[src/rtl/flit_input_buffer_if.sv]
// Flit presentation bus between the input buffer and the switch allocator.
// The buffer drives the head-of-FIFO flit; the allocator answers with a grant.
interface flit_input_buffer_if #(
   parameter int TDEST_WIDTH = 3,
   parameter int TDATA_WIDTH = 512
);

   logic                   flit_valid;
   logic [TDATA_WIDTH-1:0] flit_data;
   logic [TDEST_WIDTH-1:0] flit_dest;
   logic                   flit_is_head;
   logic                   flit_is_tail;
   logic                   flit_ready;

   modport master (
      output flit_valid,
      output flit_data,
      output flit_dest,
      output flit_is_head,
      output flit_is_tail,
      input  flit_ready
   );

   modport slave (
      input  flit_valid,
      input  flit_data,
      input  flit_dest,
      input  flit_is_head,
      input  flit_is_tail,
      output flit_ready
   );

endinterface

[src/rtl/flit_input_buffer.sv]
// Router input-port flit buffer: credit-flow-controlled show-ahead FIFO that
// presents its head flit to the switch allocator with a wormhole route lock
// (the head flit's destination is reused for every body flit up to the tail).
module flit_input_buffer #(
   parameter int TDEST_WIDTH       = 3,
   parameter int TDATA_WIDTH       = 512,
   parameter int FLIT_BUFFER_DEPTH = 4,
   parameter int PTR_WIDTH         = 2,
   parameter int COUNT_WIDTH       = 3
) (
   input  logic                   clk,
   input  logic                   rst,
   input  logic [TDATA_WIDTH-1:0] data_in,
   input  logic [TDEST_WIDTH-1:0] dest_in,
   input  logic                   is_tail_in,
   input  logic                   send_in,
   output logic                   credit_out,
   output logic                   pkt_complete,
   output logic                   overflow_err,
   flit_input_buffer_if.master    flit_bus
);

   typedef enum logic {HEAD, BODY} route_state_t;

   localparam logic [COUNT_WIDTH-1:0] FULL_COUNT = COUNT_WIDTH'(FLIT_BUFFER_DEPTH);

   logic [TDATA_WIDTH-1:0] data_mem [FLIT_BUFFER_DEPTH];
   logic [TDEST_WIDTH-1:0] dest_mem [FLIT_BUFFER_DEPTH];
   logic                   tail_mem [FLIT_BUFFER_DEPTH];

   logic [PTR_WIDTH-1:0]   wr_ptr;
   logic [PTR_WIDTH-1:0]   rd_ptr;
   logic [COUNT_WIDTH-1:0] count;
   logic [COUNT_WIDTH-1:0] tails;
   logic [TDEST_WIDTH-1:0] route_reg;

   route_state_t state;
   route_state_t state_next;

   logic not_empty;
   logic full;
   logic push;
   logic pop;
   logic head_tail;

   assign not_empty = (count != '0);
   assign full      = (count == FULL_COUNT);
   assign pop       = not_empty & flit_bus.flit_ready;
   // A pop in the same cycle frees the slot, so a full FIFO still accepts.
   assign push      = send_in & (~full | pop);
   assign head_tail = tail_mem[rd_ptr];

   // Payload storage is written on accepted pushes only and needs no reset.
   always_ff @(posedge clk) begin
      if (push) begin
         data_mem[wr_ptr] <= data_in;
         dest_mem[wr_ptr] <= dest_in;
         tail_mem[wr_ptr] <= is_tail_in;
      end
   end

   // Pointers, occupancy, buffered-tail count, credit return and the sticky overflow flag.
   always_ff @(posedge clk) begin
      if (rst) begin
         wr_ptr       <= '0;
         rd_ptr       <= '0;
         count        <= '0;
         tails        <= '0;
         credit_out   <= 1'b0;
         overflow_err <= 1'b0;
      end else begin
         if (push) wr_ptr <= wr_ptr + PTR_WIDTH'(1);
         if (pop)  rd_ptr <= rd_ptr + PTR_WIDTH'(1);
         case ({push, pop})
            2'b10:   count <= count + COUNT_WIDTH'(1);
            2'b01:   count <= count - COUNT_WIDTH'(1);
            default: count <= count;
         endcase
         case ({push & is_tail_in, pop & head_tail})
            2'b10:   tails <= tails + COUNT_WIDTH'(1);
            2'b01:   tails <= tails - COUNT_WIDTH'(1);
            default: tails <= tails;
         endcase
         credit_out <= pop;
         if (send_in & ~push) overflow_err <= 1'b1;
      end
   end

   // Route FSM state register.
   always_ff @(posedge clk) begin
      if (rst) state <= HEAD;
      else     state <= state_next;
   end

   // Route FSM next state: a non-tail head opens a packet, a tail pop closes it.
   always_comb begin
      state_next = state;
      case (state)
         HEAD:    if (pop & ~head_tail) state_next = BODY;
         BODY:    if (pop & head_tail)  state_next = HEAD;
         default: state_next = HEAD;
      endcase
   end

   // Latch the head flit's destination when it departs so body flits follow it.
   always_ff @(posedge clk) begin
      if (rst)                                      route_reg <= '0;
      else if ((state == HEAD) && pop && !head_tail) route_reg <= dest_mem[rd_ptr];
   end

   // Route FSM outputs: stored destination while at a packet head, locked route otherwise.
   always_comb begin
      flit_bus.flit_is_head = 1'b1;
      flit_bus.flit_dest    = '0;
      case (state)
         HEAD: begin
            flit_bus.flit_is_head = 1'b1;
            flit_bus.flit_dest    = not_empty ? dest_mem[rd_ptr] : '0;
         end
         BODY: begin
            flit_bus.flit_is_head = 1'b0;
            flit_bus.flit_dest    = route_reg;
         end
         default: begin
            flit_bus.flit_is_head = 1'b1;
            flit_bus.flit_dest    = '0;
         end
      endcase
   end

   assign flit_bus.flit_valid   = not_empty;
   assign flit_bus.flit_data    = data_mem[rd_ptr];
   assign flit_bus.flit_is_tail = not_empty & head_tail;
   assign pkt_complete          = (tails != '0);

endmodule
[src/flat_wrapper.sv]
// flat-port wrapper written by rule: the top's interface ports become plain ports
module flit_input_buffer_flat 
#(
   parameter int TDEST_WIDTH       = 3,
   parameter int TDATA_WIDTH       = 512,
   parameter int FLIT_BUFFER_DEPTH = 4,
   parameter int PTR_WIDTH         = 2,
   parameter int COUNT_WIDTH       = 3
)
  (clk, rst, data_in, dest_in, is_tail_in, send_in, credit_out, pkt_complete, overflow_err, flit_bus_flit_valid, flit_bus_flit_data, flit_bus_flit_dest, flit_bus_flit_is_head, flit_bus_flit_is_tail, flit_bus_flit_ready);
  flit_input_buffer_if #(.TDEST_WIDTH(TDEST_WIDTH), .TDATA_WIDTH(TDATA_WIDTH)) flit_bus_i ();
  input  logic clk;
  input  logic rst;
  input  logic [TDATA_WIDTH-1:0] data_in;
  input  logic [TDEST_WIDTH-1:0] dest_in;
  input  logic is_tail_in;
  input  logic send_in;
  output logic credit_out;
  output logic pkt_complete;
  output logic overflow_err;
  output wire logic [$bits(flit_bus_i.flit_valid)-1:0] flit_bus_flit_valid;
  output wire logic [$bits(flit_bus_i.flit_data)-1:0] flit_bus_flit_data;
  output wire logic [$bits(flit_bus_i.flit_dest)-1:0] flit_bus_flit_dest;
  output wire logic [$bits(flit_bus_i.flit_is_head)-1:0] flit_bus_flit_is_head;
  output wire logic [$bits(flit_bus_i.flit_is_tail)-1:0] flit_bus_flit_is_tail;
  input wire logic [$bits(flit_bus_i.flit_ready)-1:0] flit_bus_flit_ready;
  assign flit_bus_flit_valid = flit_bus_i.flit_valid;
  assign flit_bus_flit_data = flit_bus_i.flit_data;
  assign flit_bus_flit_dest = flit_bus_i.flit_dest;
  assign flit_bus_flit_is_head = flit_bus_i.flit_is_head;
  assign flit_bus_flit_is_tail = flit_bus_i.flit_is_tail;
  assign flit_bus_i.flit_ready = flit_bus_flit_ready;
  flit_input_buffer #(.TDEST_WIDTH(TDEST_WIDTH), .TDATA_WIDTH(TDATA_WIDTH), .FLIT_BUFFER_DEPTH(FLIT_BUFFER_DEPTH), .PTR_WIDTH(PTR_WIDTH), .COUNT_WIDTH(COUNT_WIDTH)) u_core (.clk(clk), .rst(rst), .data_in(data_in), .dest_in(dest_in), .is_tail_in(is_tail_in), .send_in(send_in), .credit_out(credit_out), .pkt_complete(pkt_complete), .overflow_err(overflow_err), .flit_bus(flit_bus_i));
endmodule
[config.mk]
export PLATFORM = sky130hd
export DESIGN_NAME = flit_input_buffer_flat
export DESIGN_NICKNAME = d
export VERILOG_FILES = /design/src/rtl/flit_input_buffer_if.sv /design/src/rtl/flit_input_buffer.sv /design/src/flat_wrapper.sv
export SDC_FILE = /design/constraint.sdc
export NUM_CORES = 1
export LEC_CHECK = 0
export BUFFER_PORTS_ARGS = -buffer_cell sky130_fd_sc_hd__buf_2
export CORE_MARGIN = 2
export CORE_UTILIZATION = 41
export CTS_CLUSTER_DIAMETER = 40
export DETAILED_ROUTE_END_ITERATION = 10
export GPL_TIMING_DRIVEN = 0
export PLACE_DENSITY = 0.7
export SLEW_MARGIN = 25
export SYNTH_ARGS = -nofsm -noshare
export SYNTH_HDL_FRONTEND = slang
export SYNTH_SLANG_ARGS = --single-unit
[constraint.sdc]
create_clock -name clk -period 17.3 [get_ports clk]
set_clock_uncertainty 0.05 [all_clocks]
set_input_delay 3.46 -clock clk [delete_from_list [all_inputs] [get_ports clk]]
set_output_delay 3.46 -clock clk [all_outputs]
set_load 0.03 [all_outputs]
==> results.py <==
metrics = {
    "yosys": {
        "synth_fp_nets": 3319,
        "synthSimpleGateAreaFrac_pct": 0.230,
        "seq_area_frac_synth_pct": 83.0,
        "async_flop_share_pct": 0,
        "synth_fa_ha_area_share_pct": 0.153,
        "synth_compound_area_share_pct": 0.190,
        "synth_top_family_by_area": "multiplexers",
        "synth_warnings": 0,
        "syn_area_per_cell_um2": 26.9,
        "synth_edf_count": 2064,
        "synthCells": 2791,
        "muxShareOfSynthArea_pct": 15.5,
        "ys_seq_elements": 2082,
        "synthXorXnorAreaFrac_pct": 0.0699,
        "synthFlopType": "edfxtp_1",
        "yosysUniqueCellTypes": 29,
        "netlist_area_um2": 75100,
    },
    "clock_tree": {
        "cts_post_setup_buffers_inserted": 0,
        "cts_tree": "yes",
        "worstSkewPairLatency_ns": 0.87,
        "cts-resized-gates": 0,
        "htree_levels": 5,
        "clockRootBuffer": "clkbuf_16",
        "clock_sinks": 2082,
        "clk_path_buf_depth": 4,
        "clk_pin_slew_worst_paths_ns": 0.05,
        "cts_buffers": 290,
        "ctsHoldBuffers": 0,
    },
    "sta": {
        "max_clock_freq_mhz": 139,
        "setup_viol": 0,
        "relSlewSlack_pct": 35.3,
        "slew_violations": 0,
        "tns_ns": 0,
        "fin_crit_sh_pct": 41.5,
        "worst_slew_pin_slew_ns": 0.971,
        "hold_viol_final": 0,
        "holdWs_ns": 0.429,
        "rsz0062_at_grt": "no",
        "period_needed_ns": 7.18,
    },
    "finish": {
        "multi_input_area_um2": 12100,
        "fin_nets": 4710,
        "num-fill-cells": 13927,
        "drive_gt1_share_pct": 48.7,
        "largest_register": "u_core.data_mem",
        "seq_area_um2": 62300,
        "largest_registers": "u_core.data_mem (2048), u_core.dest_mem (12), u_core.tail_mem (4)",
        "area_growth_pct": 25.7,
        "largest_reg_flops": 2048,
    },
    "placed_design": {
        "routabilityCongestion": 0.808,
        "hpwl_mm": 124,
        "io_buffers": 1039,
    },
    "die": {
        "pin_count": 1041,
        "die-area_um2": 187000,
        "start_util_pct": 41.2,
        "die_w_um": 432,
        "dieHeight_um": 432,
        "core_um2": 182000,
        "num_rows": 157,
    },
    "grt": {
        "grt_pass1_wl_mm": 260,
        "antenna_found_initial": 72,
        "grt_use_total_pct": 19.2,
        "grt_pass1_vias": 37442,
        "grt_max_degree": 44,
        "grt_overflow": 0,
    },
    "critical_path": {
        "cp-end-kind": "output pin",
        "r2r-end": "u_core.data_mem[2][229]$_DFFE_PP_",
        "start_kind": "flop",
        "r2r_slack_ns": 13.98,
        "cp_max_fo": 11,
        "crit_chain": "buf_2 > buf_2 > buf_1 > mux4_2 > buf_2",
        "r2r-start": "u_core.count[0]$_SDFFE_PP0P_",
        "worstSetupPathType": "reg2out",
        "critical_path.endpoint": "flit_bus_flit_data[227]",
        "worstPathArrival_ns": 3.67,
        "path_common_cell": "buf_2",
        "ff2ff_path_depth": 8,
        "worst_path_max_delay_cell": "buf_1",
        "cp.required_ns": 13.79,
        "critPathMaxStageDelay_ns": 0.74,
    },
    "flow_run": {
        "maxCapViolations": 0,
    },
    "run_status": {
        "status": "complete, no violations",
    },
    "route": {
        "drtIter0Drc": 3081,
        "remaining_drc_errors": 0,
        "drt_pass1_iterations": 7,
        "drt-total-wl_mm": 183,
        "via_count": 36193,
        "routedWlPerCell_um": 26.9,
        "via_per_inst": 5.31,
        "drtAntennaViolNets": 0,
    },
    "hold_path": {
        "min_path_type": "reg2reg",
    },
    "power": {
        "p_leak_nw": 31.7,
        "p_per_area_nw_per_um2": 159,
        "vdd_drop_max_mv": 0.103,
    },
}
## layer usage
metal | vias up | share of wire (%) | track usage, %
li1 | 15143 | - | -
met1 | 18997 | 36 | 22.3
met2 | 1554 | 52 | 32.3
met3 | 457 | 8.1 | 6.20
met4 | 42 | 4.5 | 9.07
met5 | - | 0.13 | 0
## stage by stage
stage               util, %  power, W  cells  area [µm²]  setup slack, ns
floorplan                 -   0.00838   2791       75100            0.975
global placement       45.7   0.00958   6215       83300            -9.43
detailed placement     46.4   0.00934   6275       84800            10.75
CTS                    51.7    0.0152   6779       94400             9.76
global route           51.7    0.0155   6806       94400             9.82
finish                 51.8    0.0150   6817       94500            10.12
## cell type report
| type | count | share of cell area (%) |
|---|---|---|
| clock inverter | 181 | 2.17 |
| multi-input combinational | 583 | 12.8 |
| sequential | 2082 | 66.0 |
| clock buffer | 323 | 7.99 |
| tap | 2385 | 3.16 |
| antenna | 38 | 0.101 |
| buffer | 117 | 0.680 |
| timing repair buffer | 1099 | 7.02 |
| inverter | 9 | 0.0358 |
## cell usage after synthesis, types with 2 or more instances
cell type | count | area [µm²]
xor2_1 | 4 | 35.0
or3_1 | 4 | 25.0
inv_1 | 9 | 33.8
xnor2_1 | 2 | 17.5
and2_1 | 3 | 18.8
nor2_1 | 11 | 41.3
a22o_1 | 3 | 26.3
edfxtp_1 | 2064 | 62000
fa_1 | 2 | 40.0
buf_2 | 14 | 70.1
o31ai_1 | 3 | 22.5
or4b_1 | 3 | 30.0
clkbuf_1 | 13 | 48.8
buf_1 | 41 | 154
buf_4 | 49 | 368
ha_1 | 6 | 75.1
mux4_2 | 516 | 11600
and3_1 | 4 | 25.0
a21oi_1 | 9 | 45.0
o21ai_0 | 4 | 20.0
dfxtp_1 | 18 | 360
nand3_1 | 2 | 10.0
## critical path, delay by kind of cell, from the launching register on
family | cells | cell delay, ns
buf+inv | 4 | 1.94
flops | 1 | 0.36
mux | 1 | 0.45
## worst min path at each step
| stage | slack, ns | cells after the start | end | startpoint |
|---|---|---|---|---|
| floorplan | 0.40 | 2 | u_core.route_reg[0]$_SDFFE_PP0P_ | u_core.route_reg[0]$_SDFFE_PP0P_ |
| CTS | 0.42 | 2 | u_core.overflow_err$_SDFFE_PP0P_ | u_core.overflow_err$_SDFFE_PP0P_ |
| finish | 0.43 | 2 | u_core.overflow_err$_SDFFE_PP0P_ | u_core.overflow_err$_SDFFE_PP0P_ |
| global placement | 0.41 | 2 | u_core.overflow_err$_SDFFE_PP0P_ | u_core.overflow_err$_SDFFE_PP0P_ |
| global route | 0.46 | 2 | u_core.overflow_err$_SDFFE_PP0P_ | u_core.overflow_err$_SDFFE_PP0P_ |
| detailed placement | 0.41 | 2 | u_core.overflow_err$_SDFFE_PP0P_ | u_core.overflow_err$_SDFFE_PP0P_ |
## layout by cell type, fill, tap and decap left out, types with 3 or more instances in the layout
cell / count
a21oi_1: 9
a22o_1: 3
and2_1: 3
and3_4: 4
buf_1: 41
buf_12: 30
buf_16: 30
buf_2: 1053
buf_4: 49
bufinv_16: 30
clkbuf_1: 37
clkbuf_16: 298
clkinv_1: 23
clkinv_2: 25
clkinv_4: 25
clkinv_8: 4
clkinvlp_4: 27
dfxtp_1: 18
diode_2: 38
edfxtp_1: 2064
ha_1: 6
inv_1: 9
inv_6: 32
inv_8: 15
mux4_2: 516
nor2_1: 11
o21ai_0: 4
o31ai_1: 3
or3_1: 4
or4b_1: 3
xor2_1: 4
## where the power goes
group / internal, W / total (W) / switching (W) / leakage, nW
logic: 0.00116 / 0.00326 / 0.00210 / 8.00
clock network: 0.00363 / 0.00584 / 0.00221 / 4.63
registers: 0.00587 / 0.00594 / 0.0000679 / 19.1
## cells by family after synthesis
kind of cell    count (synthesis)
fa+ha+maj                       8
buf+inv                       126
simple gates                   30
flops                        2082
xor+xnor                        6
compound gates                 22
mux                           517
(Power assumes the default switching activity.)
